$ cat config.mk
export PLATFORM = sky130hd
export DESIGN_NAME = mul_div_controller
export DESIGN_NICKNAME = d
export VERILOG_FILES = /design/src/rtl/mul_div_controller.sv
export SDC_FILE = /design/constraint.sdc
export NUM_CORES = 2
export LEC_CHECK = 0
export BUFFER_PORTS_ARGS = -buffer_cell sky130_fd_sc_hd__buf_2
export CAP_MARGIN = 10
export CORE_UTILIZATION = 35
export DETAILED_ROUTE_END_ITERATION = 6
export SLEW_MARGIN = 5
export SYNTH_ARGS = -nofsm -noshare
export SYNTH_HDL_FRONTEND = slang
export SYNTH_SLANG_ARGS = --single-unit
$ cat constraint.sdc
create_clock -name clock -period 9.1 [get_ports clock]
set_clock_uncertainty 0.2 [all_clocks]
set_input_delay 1.82 -clock clock [delete_from_list [all_inputs] [get_ports clock]]
set_output_delay 1.82 -clock clock [all_outputs]
set_load 0.005 [all_outputs]
$ cat src/rtl/mul_div_controller.sv
// Multi-cycle mul/div sequencer owning HI/LO: multiply commits MUL_LATENCY edges after accept, divide 33.
// One operation in flight; request_ready (state == IDLE) is the only backpressure, flush cancels work.
module mul_div_controller #(
  parameter int CPU_DATA_WIDTH = 32,
  parameter int MUL_LATENCY    = 2
) (
  input  logic                      clock,
  input  logic                      reset_n,
  input  logic                      request_valid,
  output logic                      request_ready,
  input  logic                      request_is_divide,
  input  logic                      request_signed,
  input  logic [CPU_DATA_WIDTH-1:0] source1,
  input  logic [CPU_DATA_WIDTH-1:0] source2,
  input  logic                      flush,
  input  logic                      hi_lo_write_valid,
  input  logic                      write_high,
  input  logic [CPU_DATA_WIDTH-1:0] write_value,
  output logic                      busy,
  output logic                      done,
  output logic [CPU_DATA_WIDTH-1:0] high_value,
  output logic [CPU_DATA_WIDTH-1:0] low_value
);

  localparam int W   = CPU_DATA_WIDTH;
  localparam int DCW = $clog2(W + 1);
  localparam int MCW = $clog2(MUL_LATENCY + 1);

  typedef enum logic [1:0] {IDLE, MUL, DIV} state_t;

  state_t           state, state_nxt;
  logic             accept, commit;
  logic [W-1:0]     op_a, op_b, rem_q, hi_q, lo_q;
  logic             is_signed, neg_quo, neg_rem, done_q;
  logic [MCW-1:0]   mul_cnt;
  logic [DCW-1:0]   div_cnt;

  logic [2*W-1:0]   ext_a, ext_b, product;
  logic [W:0]       rem_shift, trial;
  logic             quo_bit;
  logic [W-1:0]     rem_next, abs_a, abs_b, commit_hi, commit_lo;

  assign request_ready = (state == IDLE);
  assign busy          = (state != IDLE);
  assign done          = done_q;
  assign high_value    = hi_q;
  assign low_value     = lo_q;

  always_ff @(posedge clock) begin
    if (!reset_n) state <= IDLE;
    else          state <= state_nxt;
  end

  always_comb begin
    state_nxt = state;
    accept    = 1'b0;
    commit    = 1'b0;
    case (state)
      IDLE: begin
        if (request_valid && !flush) begin
          accept    = 1'b1;
          state_nxt = request_is_divide ? DIV : MUL;
        end
      end
      MUL: begin
        if (flush) begin
          state_nxt = IDLE;
        end else if (mul_cnt == MCW'(MUL_LATENCY)) begin
          commit    = 1'b1;
          state_nxt = IDLE;
        end
      end
      DIV: begin
        if (flush) begin
          state_nxt = IDLE;
        end else if (div_cnt == DCW'(W)) begin
          commit    = 1'b1;
          state_nxt = IDLE;
        end
      end
      default: state_nxt = IDLE;
    endcase
  end

  // Low half of a 2W x 2W product of extended operands is the exact signed/unsigned result.
  always_comb begin
    ext_a   = is_signed ? {{W{op_a[W-1]}}, op_a} : {{W{1'b0}}, op_a};
    ext_b   = is_signed ? {{W{op_b[W-1]}}, op_b} : {{W{1'b0}}, op_b};
    product = ext_a * ext_b;
  end

  // Restoring step: op_a shifts dividend bits out MSB-first and quotient bits in.
  always_comb begin
    rem_shift = {rem_q, op_a[W-1]};
    trial     = rem_shift - {1'b0, op_b};
    quo_bit   = !trial[W];
    rem_next  = quo_bit ? trial[W-1:0] : rem_shift[W-1:0];
    abs_a     = (request_signed && source1[W-1]) ? -source1 : source1;
    abs_b     = (request_signed && source2[W-1]) ? -source2 : source2;
  end

  always_comb begin
    commit_hi = product[2*W-1:W];
    commit_lo = product[W-1:0];
    if (state == DIV) begin
      commit_hi = neg_rem ? -rem_q : rem_q;
      commit_lo = neg_quo ? -op_a  : op_a;
    end
  end

  always_ff @(posedge clock) begin
    if (!reset_n) begin
      op_a      <= '0;
      op_b      <= '0;
      rem_q     <= '0;
      hi_q      <= '0;
      lo_q      <= '0;
      is_signed <= 1'b0;
      neg_quo   <= 1'b0;
      neg_rem   <= 1'b0;
      done_q    <= 1'b0;
      mul_cnt   <= '0;
      div_cnt   <= '0;
    end else begin
      done_q <= commit;
      if (accept) begin
        is_signed <= request_signed;
        mul_cnt   <= MCW'(1);
        div_cnt   <= '0;
        rem_q     <= '0;
        neg_quo   <= request_signed && (source1[W-1] ^ source2[W-1]);
        neg_rem   <= request_signed && source1[W-1];
        op_a      <= request_is_divide ? abs_a : source1;
        op_b      <= request_is_divide ? abs_b : source2;
      end else if (state == MUL && mul_cnt != MCW'(MUL_LATENCY)) begin
        mul_cnt <= mul_cnt + MCW'(1);
      end else if (state == DIV && div_cnt != DCW'(W)) begin
        op_a    <= {op_a[W-2:0], quo_bit};
        rem_q   <= rem_next;
        div_cnt <= div_cnt + DCW'(1);
      end
      if (commit) begin
        hi_q <= commit_hi;
        lo_q <= commit_lo;
      end
      // Direct mthi/mtlo overrides a same-edge commit for its own target only.
      if (hi_lo_write_valid) begin
        if (write_high) hi_q <= write_value;
        else            lo_q <= write_value;
      end
    end
  end

endmodule
==> summary.txt <==
Run status
  – Status: finished, final reports clean

STA
  – Hold Fails Final Rpt: 0
  – Slew HR: 16.7%
  – Worst Max-Slew Pin Slew: 1.24 ns
  – Tmin final: 9.00 ns
  – Final Hold Slack: 0.285 ns
  – Final setup vio count: 0
  – Highest clock rate: 0.111 GHz
  – Slew Limit Fails: 0
  – RSZ-0062 raised after global routing: true
  – Tcrit/Tclk final: 98.9%

Floorplan
  – Chip Height: 418 um
  – Initial Util: 35.2%
  – Die area: 174000 um^2
  – Die W: 418 um
  – Number of I/O pins: 171
  – Row count: 152
  – Core ar.: 172000 um^2

Route
  – Drt total wl: 216000 um
  – Total iterations of the first detailed-routing run: 6
  – DRC viols: 0
  – Routed len/inst: 23.1 um
  – Initial DRC count: 4511
  – Routed Antenna Nets: 0
  – Vias per cell: 5.19
  – Vias: 48700

Pwr
  – Peak supply drop: 0.000119 V
  – Pwr/cell area: 95.3 nW/um^2
  – Leakage Power: 33.6 nW
  – Total Power: 6.42 mW

Place
  – Post-DP HPWL: 183000 um
  – Routability cong.: 0.984
  – PortBufs: 170

Clock tree
  – CTS Hold Bufs: 0
  – Clk slew on worst S/H paths: 0.08 ns
  – CTS tree: built
  – Root buf cell: clkbuf_16
  – Max clock buf depth: 2
  – Clk sink count: 174
  – Clk_lat worst skew: 0.50 ns
  – CTS H-tree lvls: 4
  – CTS Buf Count: 17

GRT
  – Number of global-route vias before repair: 51000
  – First-pass GRT wire length: 327000 um
  – Largest net degree at the start of global routing: 74
  – Grt ovf: 0
  – Global Route Usage Sum: 25.0%
  – Initial antenna violation count: 6

Setup path
  – Crit-path slowest cell: inv_1
  – CP Class: reg -> reg
  – Crit path DAT: 9.15 ns
  – Most frequent CP cell: fa_1
  – Worst Setup Start Kind: register
  – CP peak stage delay: 0.62 ns
  – Worst EP required: 9.25 ns
  – Crit path max fanout: 9
  – R2R cell count: 28
  – Reg2reg setup slack: 0.10 ns
  – R2R Path End: low_value[29]
  – RR Startpoint: op_a[1]
  – Worst Setup End Kind: register

Worst hold path
  – Min-Delay Path Class: reg -> reg
  – Min-Delay Endpoint: low_value[6]
  – Hold Path Stages: 2
  – Min-delay src: low_value[6]

Synth
  – Mean instance size in the synthesized netlist: 8.85 um^2
  – Synth Instances: 6832
  – Yosys cell types: 76
  – Ys Warns: 0
  – Seq/Total Area, Yosys: 5.76%
  – Primary FF master, synth: dfxtp_1
  – EDFF count, synth: 0
  – Post-Syn Area: 60400 um^2
  – Post-synth ARST share: 0%
  – FF+latch count, synth: 174
  – Net count after synthesis: 8707

Layout
  – Final #Nets: 8920
  – Share of layout cells above drive strength 1: 11.0%
  – FILL cells: 17300
  – Area Overhead vs Synth: 11.6%

Job
  – Max cap viols: 0
==> metrics by stage <==
stage	instances	TNS [ns]	cell area (um^2)	utilization, %	setup slack (ns)
2_1_floorplan	6832	0	60500	-	0.0201
3_3_place_gp	9323	-0.528	66200	38.6	-0.227
3_5_place_dp	9323	-1.32	66200	38.6	-0.236
4_1_cts	9358	0	66900	39.0	0.00240
5_1_grt	9369	-0.246	67400	39.3	-0.0482
6_report	9370	0	67400	39.3	0.104
==> where the power goes <==
part,switching (mW),internal (mW),leakage (nW),total (mW)
sequential,0.102,0.810,1.44,0.912
combinational,2.87,1.84,31.9,4.71
clock,0.427,0.374,0.297,0.801
total,3.40,3.02,33.6,6.42
==> what timing repair did <==
| action | in CTS | in global routing |
|---|---|---|
| cloned | 0 | 1 |
| pin swaps | 1 | 28 |
| setup endpoints to repair | 14 | 28 |
| setup buffers | 3 | 9 |
| gates resized for setup | 28 | 144 |
==> synthesized netlist by cell type (17+ instances only) <==
cell type,n,area share [%]
nor4_1,25,0.26
a21oi_1,188,1.6
ha_1,351,7.3
o211a_1,25,0.41
and2_1,514,5.3
o211ai_1,44,0.55
fa_1,1420,47
o21ai_0,168,1.4
mux2i_1,37,0.61
buf_1,41,0.25
and3_1,50,0.52
a21o_1,49,0.61
a211oi_1,31,0.39
o31ai_1,38,0.47
inv_1,1589,9.9
nor3_1,45,0.37
nand3_1,54,0.45
nor2b_1,17,0.18
nor2_1,251,1.6
xnor2_1,165,2.4
clkbuf_1,328,2.0
dfxtp_1,174,5.8
a311oi_1,41,0.59
nand2_1,788,4.9
xor2_1,77,1.1
nand4_1,34,0.35
or3_1,29,0.30
a31oi_1,20,0.21
==> worst max-delay path: cells and delay by family (launching register included) <==
| kind | cells | cell delay (ns) |
|---|---|---|
| fa+ha+maj | 11 | 5.02 |
| flops | 1 | 0.38 |
| xor+xnor | 1 | 0.11 |
| simple gates | 5 | 0.82 |
| buf+inv | 8 | 1.46 |
| compound gates | 3 | 0.83 |
==> cell usage in the layout, fill, tap and decap left out, types with 76 or more instances in the layout <==
| cell type | Yosys | routed |
|---|---|---|
| xnor2_1 | 165 | 164 |
| buf_4 | 2 | 341 |
| nor2_1 | 251 | 231 |
| xor2_1 | 77 | 76 |
| o21ai_0 | 168 | 156 |
| nand2_1 | 788 | 784 |
| fa_1 | 1420 | 1401 |
| and2_1 | 514 | 512 |
| dfxtp_1 | 174 | 143 |
| a21oi_1 | 188 | 178 |
| ha_1 | 351 | 343 |
| buf_2 | 1 | 170 |
| inv_1 | 1589 | 1580 |
==> kinds of logic (layout without fill, tap and decap cells) <==
family	Yosys count	after routing	share of synthesized area, %
AND/OR/NAND/NOR	1877	1877	15.1
XOR/XNOR	243	243	3.55
other	0	2	0
multiplexers	40	40	0.669
flip-flops	174	174	5.76
AO/OA/AOI/OAI	761	761	8.37
adder cells (fa/ha/maj)	1775	1775	54.4
buffers and inverters	1962	2188	12.2
==> layer usage <==
metal  track usage [%]  up-vias  wire (um)
met3              5.19      272      21700
met1              36.2    25000      95200
met2              37.5     2352      92300
met5                 0        -          0
met4              7.49        0       7040
li1                  -    21000          -
==> how the worst max path moves through the flow <==
stage | startpoint | depth (start not counted) | end | slack [ns]
after global placement | op_a[31] | 25 | high_value[30] | -0.23
after CTS | op_b[8] | 32 | high_value[6] | 0.002
after global routing | op_b[7] | 31 | high_value[20] | -0.05
final | op_a[1] | 28 | low_value[29] | 0.10
after floorplan | is_signed | 30 | high_value[23] | 0.02
after detailed placement | op_a[31] | 25 | high_value[30] | -0.24
==> flip-flops by register name, summed over array words and instances (netlist names), 2 cells and up <==
name and flops:
high_value 32, low_value 32, op_a 32, op_b 32, rem_q 32, div_cnt 6, mul_cnt 2, state 2
==> layout make-up <==
type	count	area, um^2	share of cell area [%]
repair buffers	566	4400	6.52
inverters	1590	5980	8.86
well taps	2310	2890	4.29
multi-input cells	4696	50000	74.2
diodes	2	5.00	0.00742
clock inverters	15	191	0.284
clock buffers	17	425	0.631
flip-flops and latches	174	3540	5.25
(Power assumes the default switching activity.)
